===== config.mk =====
export PLATFORM = sky130hd
export DESIGN_NAME = div_seq_param
export DESIGN_NICKNAME = d
export VERILOG_FILES = /design/src/rtl/div_seq_param.sv
export SDC_FILE = /design/constraint.sdc
export NUM_CORES = 1
export LEC_CHECK = 0
export BUFFER_PORTS_ARGS = -buffer_cell sky130_fd_sc_hd__buf_4
export CAP_MARGIN = 20
export CORE_ASPECT_RATIO = 0.6
export CORE_UTILIZATION = 45
export DETAILED_ROUTE_END_ITERATION = 10
export GPL_ROUTABILITY_DRIVEN = 0
export PLACE_DENSITY_LB_ADDON = 0.25
export SETUP_SLACK_MARGIN = 0.1
export SLEW_MARGIN = 20
export SYNTH_ARGS = -nofsm -noshare
export SYNTH_HDL_FRONTEND = slang
export SYNTH_SLANG_ARGS = --single-unit

===== constraint.sdc =====
create_clock -name clk -period 3.9 [get_ports clk]
set_input_delay 0.78 -clock clk [delete_from_list [all_inputs] [get_ports clk]]
set_output_delay 0.78 -clock clk [all_outputs]
set_load 0.01 [all_outputs]

===== src/rtl/div_seq_param.sv =====
// Multi-cycle radix-2 restoring divider for the HI/LO path: signed (DIV) and
// unsigned (DIVU) modes, quotient to lo, remainder to hi, div-by-zero flagged.
module div_seq_param #(
  parameter int WIDTH = 32
) (
  input  logic             clk,
  input  logic             reset,
  input  logic             start,
  input  logic             signed_op,
  input  logic [WIDTH-1:0] a,
  input  logic [WIDTH-1:0] b,
  output logic             busy,
  output logic             done,
  output logic             div_zero,
  output logic [WIDTH-1:0] hi,
  output logic [WIDTH-1:0] lo,
  output logic [1:0]       fsm_state
);

  // Handshake: start is a request sampled only in IDLE (no backpressure, it is
  // simply ignored while busy); busy is high from the accepting edge until the
  // result edge; done is a one-cycle pulse marking hi/lo/div_zero valid.

  localparam int CW = $clog2(WIDTH);

  typedef enum logic [1:0] {
    IDLE = 2'd0,
    CALC = 2'd1,
    FIX  = 2'd2,
    ZERO = 2'd3
  } state_t;

  state_t           state;
  logic [WIDTH-1:0] dvd;
  logic [WIDTH-1:0] dvs;
  logic [WIDTH-1:0] rem;
  logic [WIDTH-1:0] quo;
  logic [CW-1:0]    count;
  logic             qneg;
  logic             rneg;

  logic [WIDTH:0]   shifted;
  logic [WIDTH-1:0] diff;
  logic [WIDTH-1:0] a_mag;
  logic [WIDTH-1:0] b_mag;
  logic             ge;

  // The shifted remainder carries one extra bit so divisors above 2^(WIDTH-1)
  // in unsigned mode compare correctly.
  always_comb begin
    shifted = {rem, dvd[count]};
    ge      = (shifted >= {1'b0, dvs});
    diff    = shifted[WIDTH-1:0] - dvs;
    a_mag   = (signed_op && a[WIDTH-1]) ? -a : a;
    b_mag   = (signed_op && b[WIDTH-1]) ? -b : b;
  end

  assign fsm_state = state;

  always_ff @(posedge clk or negedge reset) begin
    if (!reset) begin
      state    <= IDLE;
      dvd      <= '0;
      dvs      <= '0;
      rem      <= '0;
      quo      <= '0;
      count    <= '0;
      qneg     <= 1'b0;
      rneg     <= 1'b0;
      busy     <= 1'b0;
      done     <= 1'b0;
      div_zero <= 1'b0;
      hi       <= '0;
      lo       <= '0;
    end else begin
      done <= 1'b0;
      case (state)
        IDLE: begin
          if (start) begin
            dvd      <= a_mag;
            dvs      <= b_mag;
            qneg     <= signed_op & (a[WIDTH-1] ^ b[WIDTH-1]);
            rneg     <= signed_op & a[WIDTH-1];
            rem      <= '0;
            quo      <= '0;
            count    <= CW'(WIDTH - 1);
            div_zero <= 1'b0;
            busy     <= 1'b1;
            state    <= (b == '0) ? ZERO : CALC;
          end
        end
        CALC: begin
          rem        <= ge ? diff : shifted[WIDTH-1:0];
          quo[count] <= ge;
          if (count == '0) state <= FIX;
          else count <= count - CW'(1);
        end
        FIX: begin
          lo    <= qneg ? -quo : quo;
          hi    <= rneg ? -rem : rem;
          done  <= 1'b1;
          busy  <= 1'b0;
          state <= IDLE;
        end
        ZERO: begin
          div_zero <= 1'b1;
          done     <= 1'b1;
          busy     <= 1'b0;
          state    <= IDLE;
        end
        default: state <= IDLE;
      endcase
    end
  end

endmodule


* Word-level counts from Yosys, hierarchy flattened
Cells that the tools add are included.
W data, S select, Z words.
** Storage, ports and cells
- Register bits after elaboration :: 204
- Input bits :: 68
- Output and inout bits :: 69
- Logic and storage cells :: 72
** Cells by class
- Add/sub/neg operators :: 6
- $lt $le $gt $ge :: 3
- Equality and inequality tests :: 6
- Muxes and demuxes :: 25
- Bitwise gates (word level) :: 3
- Reduce and logical (&&, ||, !) cells :: 16
** Operators with widths (count)
- $mux W32 :: 6
- $neg A32 Y32 :: 4
- $pmux W32 S2 :: 2
- $ge A33 B32 Y1 :: 1
- $bwmux W32 :: 1
- $logic_not A32 Y1 :: 1
- $sub A32 B32 Y32 :: 1
- $mux W5 :: 2
- $pmux W5 S2 :: 1
- $reduce_and A2 Y1 :: 5
- $lt A5 B6 Y1 const B :: 1
- $mux W2 :: 3
- $ne A2 B2 Y1 const B :: 3
- $pmux W2 S3 :: 1
- $reduce_bool A2 Y1 :: 3
- $bmux W1 S5 :: 1
- $demux W1 S5 :: 1
- $ge A5 B1 Y1 const B :: 1
- $logic_not A5 Y1 :: 1
- $mux W1 :: 5
- $sub A5 B1 Y5 const B :: 1
- $eq A2 B2 Y1 const B :: 2
- $pmux W1 S2 :: 2
- $logic_and A1 B1 Y1 :: 3
- 6 further kinds :: 7

* Logic depth before layout (Yosys ltp)
Gate-level depths: netlist of run 1.
- Depth after elaboration :: 6
- Gate-level depth with buffers :: 17

* Least setup slack after synthesis of run 1
OpenSTA, ideal clock, no wires.
- Path type :: flip-flop to flip-flop
- Start :: reg count[0]
- End :: reg rem[21]
- Setup time :: 0.077 ns
- Arrival :: 4.147 ns
- Required time :: 3.823 ns
- Slack :: -0.324 ns
- Cell stages (with the launch flop) :: 18
- Buffers on the path :: 3
- Period minus slack after synthesis :: 4.224 ns
- Cells stage by stage :: dfrtp_1 > buf_1 > mux4_2 > a32oi_1 > nand3_1 > nor3_1 > ha_1 > nand3_1 > nor4_1 > nand4_1 > o211ai_1 > or4_1 > a21oi_1 > or2_2 > buf_2 > buf_1 > a21oi_1 > a21oi_1
** On the way
- Cells in the longest elaborated chain, start to end :: 5
** RTL lines
- start, declared :: RTL line 38 : logic [CW-1:0] count;
- start signal, assigned :: RTL line 86 : count <= CW'(WIDTH - 1);
- start signal, assigned :: RTL line 96 : else count <= count - CW'(1);
- $bmux W1 S5 * :: RTL line 51 : shifted = {rem, dvd[count]};
- $mux W1 (implied by the code) * :: RTL line 51
- $sub A32 B32 Y32 / $ge A33 B32 Y1 (equally long branches) :: RTL line 53, 52
- $mux W32 * :: RTL line 93 : rem <= ge ? diff : shifted[WIDTH-1:0];
- $pmux W32 S2 * :: RTL line 77 : case (state)
- end signal, assigned :: RTL line 93
- end, declared :: RTL line 36 : logic [WIDTH-1:0] rem;
Mark *: on every way between the ends. The rest lies on a longest branch, timed or not. The select of a mux whose other input is x is not followed.
A chain may end at the register's enable or synchronous reset.

* Worst setup path after layout of run 1
- Start :: reg count[0]
- End :: reg rem[24]
The elaborated chain is that of the path after synthesis.

==> impl_metrics.tcl, run 1 <==
set metrics [dict create \
    async_flop_share_pct 100 \
    crit_arrival_ns 4.25 \
    peakVddDrop_mv 0.691 \
    rr_worst_depth 18 \
    fin_skew_ns 0.0117 \
    syn_inst 1460 \
    startpoint_type "flop" \
    cts_tree "done" \
    nNetsFinal 1709 \
    p_per_area_mw_per_mm2 985 \
    r2r-end "rem[24]" \
    cts_hold_buffers 0 \
    final_antenna_net_count 0 \
    clock_path_buffers 3 \
    ios 137 \
    fin_util_pct 57.2 \
    critPathLaunch "count[0]" \
    r2r_setup_slack_ns 0.07 \
    rsz0062_at_grt "yes" \
    final-seq-area_mm2 0.00511 \
    drt-total-wl_um 36900 \
    cp_max_fo 6 \
    dp_hpwl_um 26600 \
    setup_ws_ns 0.0744 \
    fin_crit_ns 3.83 \
    vias_per_cell 5.75 \
    drt_iter0_markers 1094 \
    synth_warnings 0 \
    power_leakage_nw 6.98 \
    start_util_pct 45.8 \
    grt_pass1_vias 10200 \
    clock-sinks 204 \
    num_vias 11400 \
    finalSetupViolCount 0 \
    final_layout_size_suffix_gt1_share_pct 20.5 \
    status "completed" \
    antenna_found_initial 0 \
    synth.avg_cell_area_um2 8.66 \
    io_buffer_count 136 \
    fin_crit_sh_pct 98.1 \
    design.core.area_mm2 0.0276 \
    max_freq_ghz 0.261 \
    hp-class "in2async" \
    clockRootBuffer "clkbuf_16" \
    slew_viol_final 0 \
    fin_setup_tns_ns 0 \
    drc 0 \
    die_y_um 132 \
    final_cells 1979 \
    synthFlopType "dfrtp_1" \
    max_slew.worst_pin.slew_ns 1.06 \
    cts_buffers 21 \
    dr.pass1.iters 6 \
    grt_overflow_total 0 \
    syn_area_mm2 0.0126 \
    worstSetupPathType "reg2reg" \
    cap_violations 0 \
    r2r_start "count[0]" \
    clk_pin_slew_worst_paths_ns 0.06 \
    yosys_register_bits 204 \
    finalHoldViolCount 0 \
    synth_cell_types 64 \
    final_area_mm2 0.0158 \
    dieArea_mm2 0.0288 \
    place_ws_ns -0.105 \
    routedWlPerCell_um 18.6 \
    cp_slowest_cell "mux4_2" \
    cts-htree-levels 1 \
    grt_max_degree 95 \
    crit_buf_inv 3 \
    antenna_cells 0 \
    nFillCells 2468 \
    crit_family "compound AO/OA/AOI/OAI gates" \
    relSlewSlack_pct 29.5 \
    num_rows 47 \
    required_ns 4.32 \
    grt_pass1_wl_um 56300 \
    clock_latency_ns 0.51 \
    path_cells "mux4_2, a32oi_1, nand3_1, nor3_2, buf_4, ha_4, inv_2, fa_2, a211oi_4, o211a_1, o31ai_4, a21oi_2, buf_4, o21ai_2, a21oi_2, xnor2_1, mux2i_1, o21ai_1" \
    multiInputGateArea_mm2 0.00755 \
    syn_nets 1571 \
    die_x_um 218 \
    place_area_mm2 0.0142 \
    synth_edf_count 0 \
    setup.worst_path.end_class "flop" \
    grt_usage_pct 24.4 \
    max_stage_delay_ns 0.54 \
    placedCellCount 1925 \
    area_growth_pct 24.8 \
    yosysSeqAreaShare_pct 40.4 \
]
## per-layer routing
layer / track usage [%] / routed length (µm) / part of all wire [%] / vias to the layer above
li1: - / - / - / 5490
met1: 42.3 / 19400 / 53 / 5419
met2: 29.3 / 13500 / 37 / 439
met3: 6.14 / 3490 / 9.5 / 37
met4: 3.85 / 540 / 1.5 / 0
met5: 0 / 0 / 0 / -
## final cells by class
cell class                      instances  share of cell area [%]
Clock buffer                           31                    3.89
Clock inverter                          6                   0.531
Inverter                               59                    1.40
Multi-Input combinational cell       1109                    47.8
Sequential cell                       204                    32.4
Tap cell                              367                    2.91
Timing Repair Buffer                  203                    11.1
## logic make-up (layout without fill, tap and decap cells)
group / count (synthesis) / in the layout / synth area share, %
AOI/OAI and AO/OA: 439 / 439 / 20.6
xor gates and xnor gates: 146 / 146 / 10.1
adders and majority gates: 43 / 43 / 4.31
buffers and inverters: 147 / 299 / 4.62
DFF: 204 / 204 / 40.4
muxes: 31 / 31 / 3.26
and+or+nand+nor: 450 / 450 / 16.8
## cell usage after synthesis, types with 7 or more instances
cell type  number  share of area (%)
and3_1          8               0.40
dfrtp_1       204                 40
nor3_1         29                1.1
clkbuf_1       76                2.3
nand2_1       201                6.0
a21o_1         13               0.77
o21ai_0       210                8.3
o41ai_1        12               0.83
inv_1          59                1.8
nor4_1         17               0.84
mux2i_1        22                1.7
ha_1           42                4.2
nand3_1        62                2.5
nand4_1        11               0.54
nor2b_1         9               0.45
buf_1           7               0.21
o31ai_1        54                3.2
o211ai_1       29                1.7
nand2b_1        8               0.40
nor2_1         62                1.8
a31oi_1         8               0.40
mux4_2          8                1.4
a21oi_1        81                3.2
or4_1          14               0.83
xnor2_1        58                4.0
xor2_1         88                6.1
## stage by stage
step / total power, mW / hold WS [ns]
finish: 15.5 / 0.329
global route: 16.5 / 0.368
CTS: 13.6 / 0.373
detailed placement: 11.4 / 0.473
global placement: 11.3 / 0.460
floorplan: 8.66 / 0.441
## state kept, by name (all words and copies together), names as in the netlist
| signal | count |
|---|---|
| count | 5 |
| done | 1 |
| div_zero | 1 |
| fsm_state | 2 |
| rneg | 1 |
| qneg | 1 |
| busy | 1 |
| dvs | 32 |
| dvd | 32 |
| hi | 32 |
| lo | 32 |
| quo | 32 |
| rem | 32 |
## worst max-delay path by stage
stage	cells past startpoint	slack, ns	endpoint
floorplan	16	0.14	rem[10]
CTS	18	0.10	rem[24]
global route	18	-0.12	rem[24]
global placement	18	0.03	rem[30]
finish	18	0.07	rem[24]
detailed placement	18	-0.11	rem[30]
## power breakdown
part           switching [mW]  internal [mW]  leakage [nW]  total, mW
registers               0.844           2.91          2.64       3.75
logic                    5.45           4.27          4.00       9.73
clock network           0.848           1.22         0.345       2.07
total                    7.15           8.40          6.98       15.5
## what timing repair did
action                     in CTS  in global routing
setup buffers                   2                  9
pin swaps                      10                 58
gates cloned                    0                  6
setup endpoints to repair       7                 64
gates resized for setup         7                140
## placed cells by master (no fill, tap or decap), types with 11 or more instances in the layout
| master | n |
|---|---|
| dfrtp_1 | 203 |
| nand2_1 | 200 |
| buf_4 | 181 |
| o21ai_0 | 173 |
| xor2_1 | 88 |
| a21oi_1 | 71 |
| nand3_1 | 61 |
| nor2_1 | 61 |
| inv_1 | 58 |
| xnor2_1 | 57 |
| ha_1 | 40 |
| o211ai_1 | 29 |
| o31ai_1 | 29 |
| nor3_1 | 28 |
| o21ai_1 | 28 |
| clkbuf_16 | 26 |
| o31ai_4 | 21 |
| mux2i_1 | 20 |
| nor4_1 | 15 |
| a21o_1 | 13 |
| or4_1 | 13 |
| o41ai_1 | 12 |
| nand4_1 | 11 |
| o21ai_2 | 11 |
Note: power is estimated with default switching activity, not from simulation.
==> run 2: changes to the inputs <==
Settings changed: PLACE_DENSITY set to 0.66, PLACE_DENSITY_LB_ADDON 0.25 to not set.
==> impl_metrics.tcl, run 2 (synthesized netlist as in run 1, its figures left out) <==
set metrics [dict create \
    clock_path_buffers 3 \
    antenna_found_initial 0 \
    clk_pin_slew_worst_paths_ns 0.06 \
    clockRootBuffer "clkbuf_16" \
    p_per_area_mw_per_mm2 972 \
    max_stage_delay_ns 0.52 \
    status "completed" \
    pwr-share-comb_pct 61.6 \
    p_sw_share_pct 44.8 \
    final_cells 1984 \
    area_growth_pct 22.3 \
    num_rows 47 \
    place_ws_ns -0.210 \
    final_antenna_net_count 0 \
    power_leakage_nw 6.92 \
    cp_slowest_cell "mux4_2" \
    max_slew.worst_pin.slew_ns 1.07 \
    ios 137 \
    grt_max_degree 129 \
    slew_viol_final 0 \
    antenna_cells 0 \
    peakVddDrop_mv 0.592 \
    path_common_cell "buf_4" \
    grt_usage_pct 24.0 \
    finalHoldViolCount 0 \
    die_x_um 218 \
    r2r_start "count[0]" \
    drt_iter0_markers 1249 \
    crit_arrival_ns 4.21 \
    io_buffer_count 136 \
    dp_hpwl_um 26300 \
    place_area_mm2 0.0143 \
    p_seq_share_pct 24.8 \
    nFillCells 2521 \
    power.internal_mw 8.29 \
    grt_overflow_total 0 \
    routedWlPerCell_um 18.0 \
    setup.worst_path.end_class "flop" \
    r2r-end "rem[1]" \
    fin_skew_ns 0.0146 \
    clock_latency_ns 0.52 \
    startpoint_type "flop" \
    grt_pass1_wl_um 55300 \
    design.core.area_mm2 0.0276 \
    cts_buffers 22 \
    rsz0062_at_grt "yes" \
    setup_ws_ns 0.0674 \
    cts-htree-levels 1 \
    placedCellCount 1926 \
    final_layout_size_suffix_gt1_share_pct 18.5 \
    multiInputGateArea_mm2 0.00714 \
    cap_violations 0 \
    required_ns 4.27 \
    relSlewSlack_pct 28.9 \
    drc 0 \
    path_cells "mux4_2, a32oi_1, nand3_1, nor3_4, buf_4, buf_4, ha_2, nor2b_1, o31a_1, o211ai_1, a21oi_1, nand2b_4, a21oi_4, or2_4, buf_12, mux2i_1, o21ai_0" \
    die_y_um 132 \
    fin_crit_ns 3.83 \
    dr.pass1.iters 5 \
    drt-total-wl_um 35700 \
    max_freq_ghz 0.261 \
    grt_pass1_vias 9886 \
    dieArea_mm2 0.0288 \
    clock-sinks 204 \
    cts_tree "done" \
    fin_crit_sh_pct 98.3 \
    vias_per_cell 5.64 \
    cp_max_fo 7 \
    p_sw_mw 6.74 \
    total_power_mw 15.0 \
    clock_power_share_pct 13.6 \
    nNetsFinal 1714 \
    final_cell_mix "203 x dfrtp_1, 201 x o21ai_0, 200 x nand2_1" \
    num_vias 11200 \
    hp-class "in2async" \
    rr_worst_depth 17 \
    r2r_setup_slack_ns 0.07 \
    final_area_mm2 0.0155 \
    start_util_pct 45.8 \
    finalSetupViolCount 0 \
    final-seq-area_mm2 0.00511 \
    final_common_cell "dfrtp_1" \
    worstSetupPathType "reg2reg" \
]
## run 2: what timing repair did
action | 4_1_cts | 5_1_grt
pin swaps | 8 | 25
gates resized for setup | 9 | 43
hold buffers | 0 | 0
setup endpoints to repair | 52 | 53
buffers inserted | 3 | 8
cloned | 0 | 8
## run 2: cell type report
class	count	area share, %
clock buffer	27	3.94
clock inverter	11	0.680
inverter	59	1.43
multi-input combinational	1109	46.2
sequential	204	33.0
tap	367	2.97
timing repair buffer	207	11.8
## run 2: power by group through the flow
stage	Sequential [mW]	Combinational, mW	Clock, mW
finish	3.73	9.25	2.05
global route	3.82	10.0	2.19
CTS	3.70	7.83	2.10
detailed placement	3.74	7.71	0
global placement	3.70	7.60	0
floorplan	3.54	5.12	0
## run 2: worst max-delay path by stage
stage,from,slack (ns),depth (start not counted),endpoint
floorplan,count[0],0.14,16,rem[10]
global placement,count[0],-0.09,17,rem[30]
detailed placement,count[0],-0.21,17,rem[30]
CTS,count[0],0.11,17,rem[30]
global route,count[0],-0.11,17,rem[1]
finish,count[0],0.07,17,rem[1]
## run 2: per-stage QoR
step | setup TNS [ns] | utilization [%] | hold slack [ns]
CTS | 0 | 54.5 | 0.342
global placement | -0.287 | 51.7 | 0.462
finish | 0 | 56.1 | 0.333
detailed placement | -1.01 | 51.7 | 0.470
floorplan | 0 | - | 0.441
global route | -1.86 | 56.1 | 0.375
## run 2: routing by layer
layer | track usage [%] | vias up | share of wire, %
li1 | - | 5491 | -
met1 | 42.9 | 5262 | 55
met2 | 27.2 | 399 | 35
met3 | 5.91 | 34 | 9.4
met4 | 3.96 | 0 | 1.3
met5 | 0 | - | 0
## run 2: worst max-delay path, delay by kind of cell, from the launching register on
kind                       cells  cell delay, ns
AOI/OAI and AO/OA              6            1.19
adders and majority gates      1            0.15
buffers and inverters          3            0.39
DFF                            1            0.46
muxes                          2            0.72
and+or+nand+nor                5            0.78
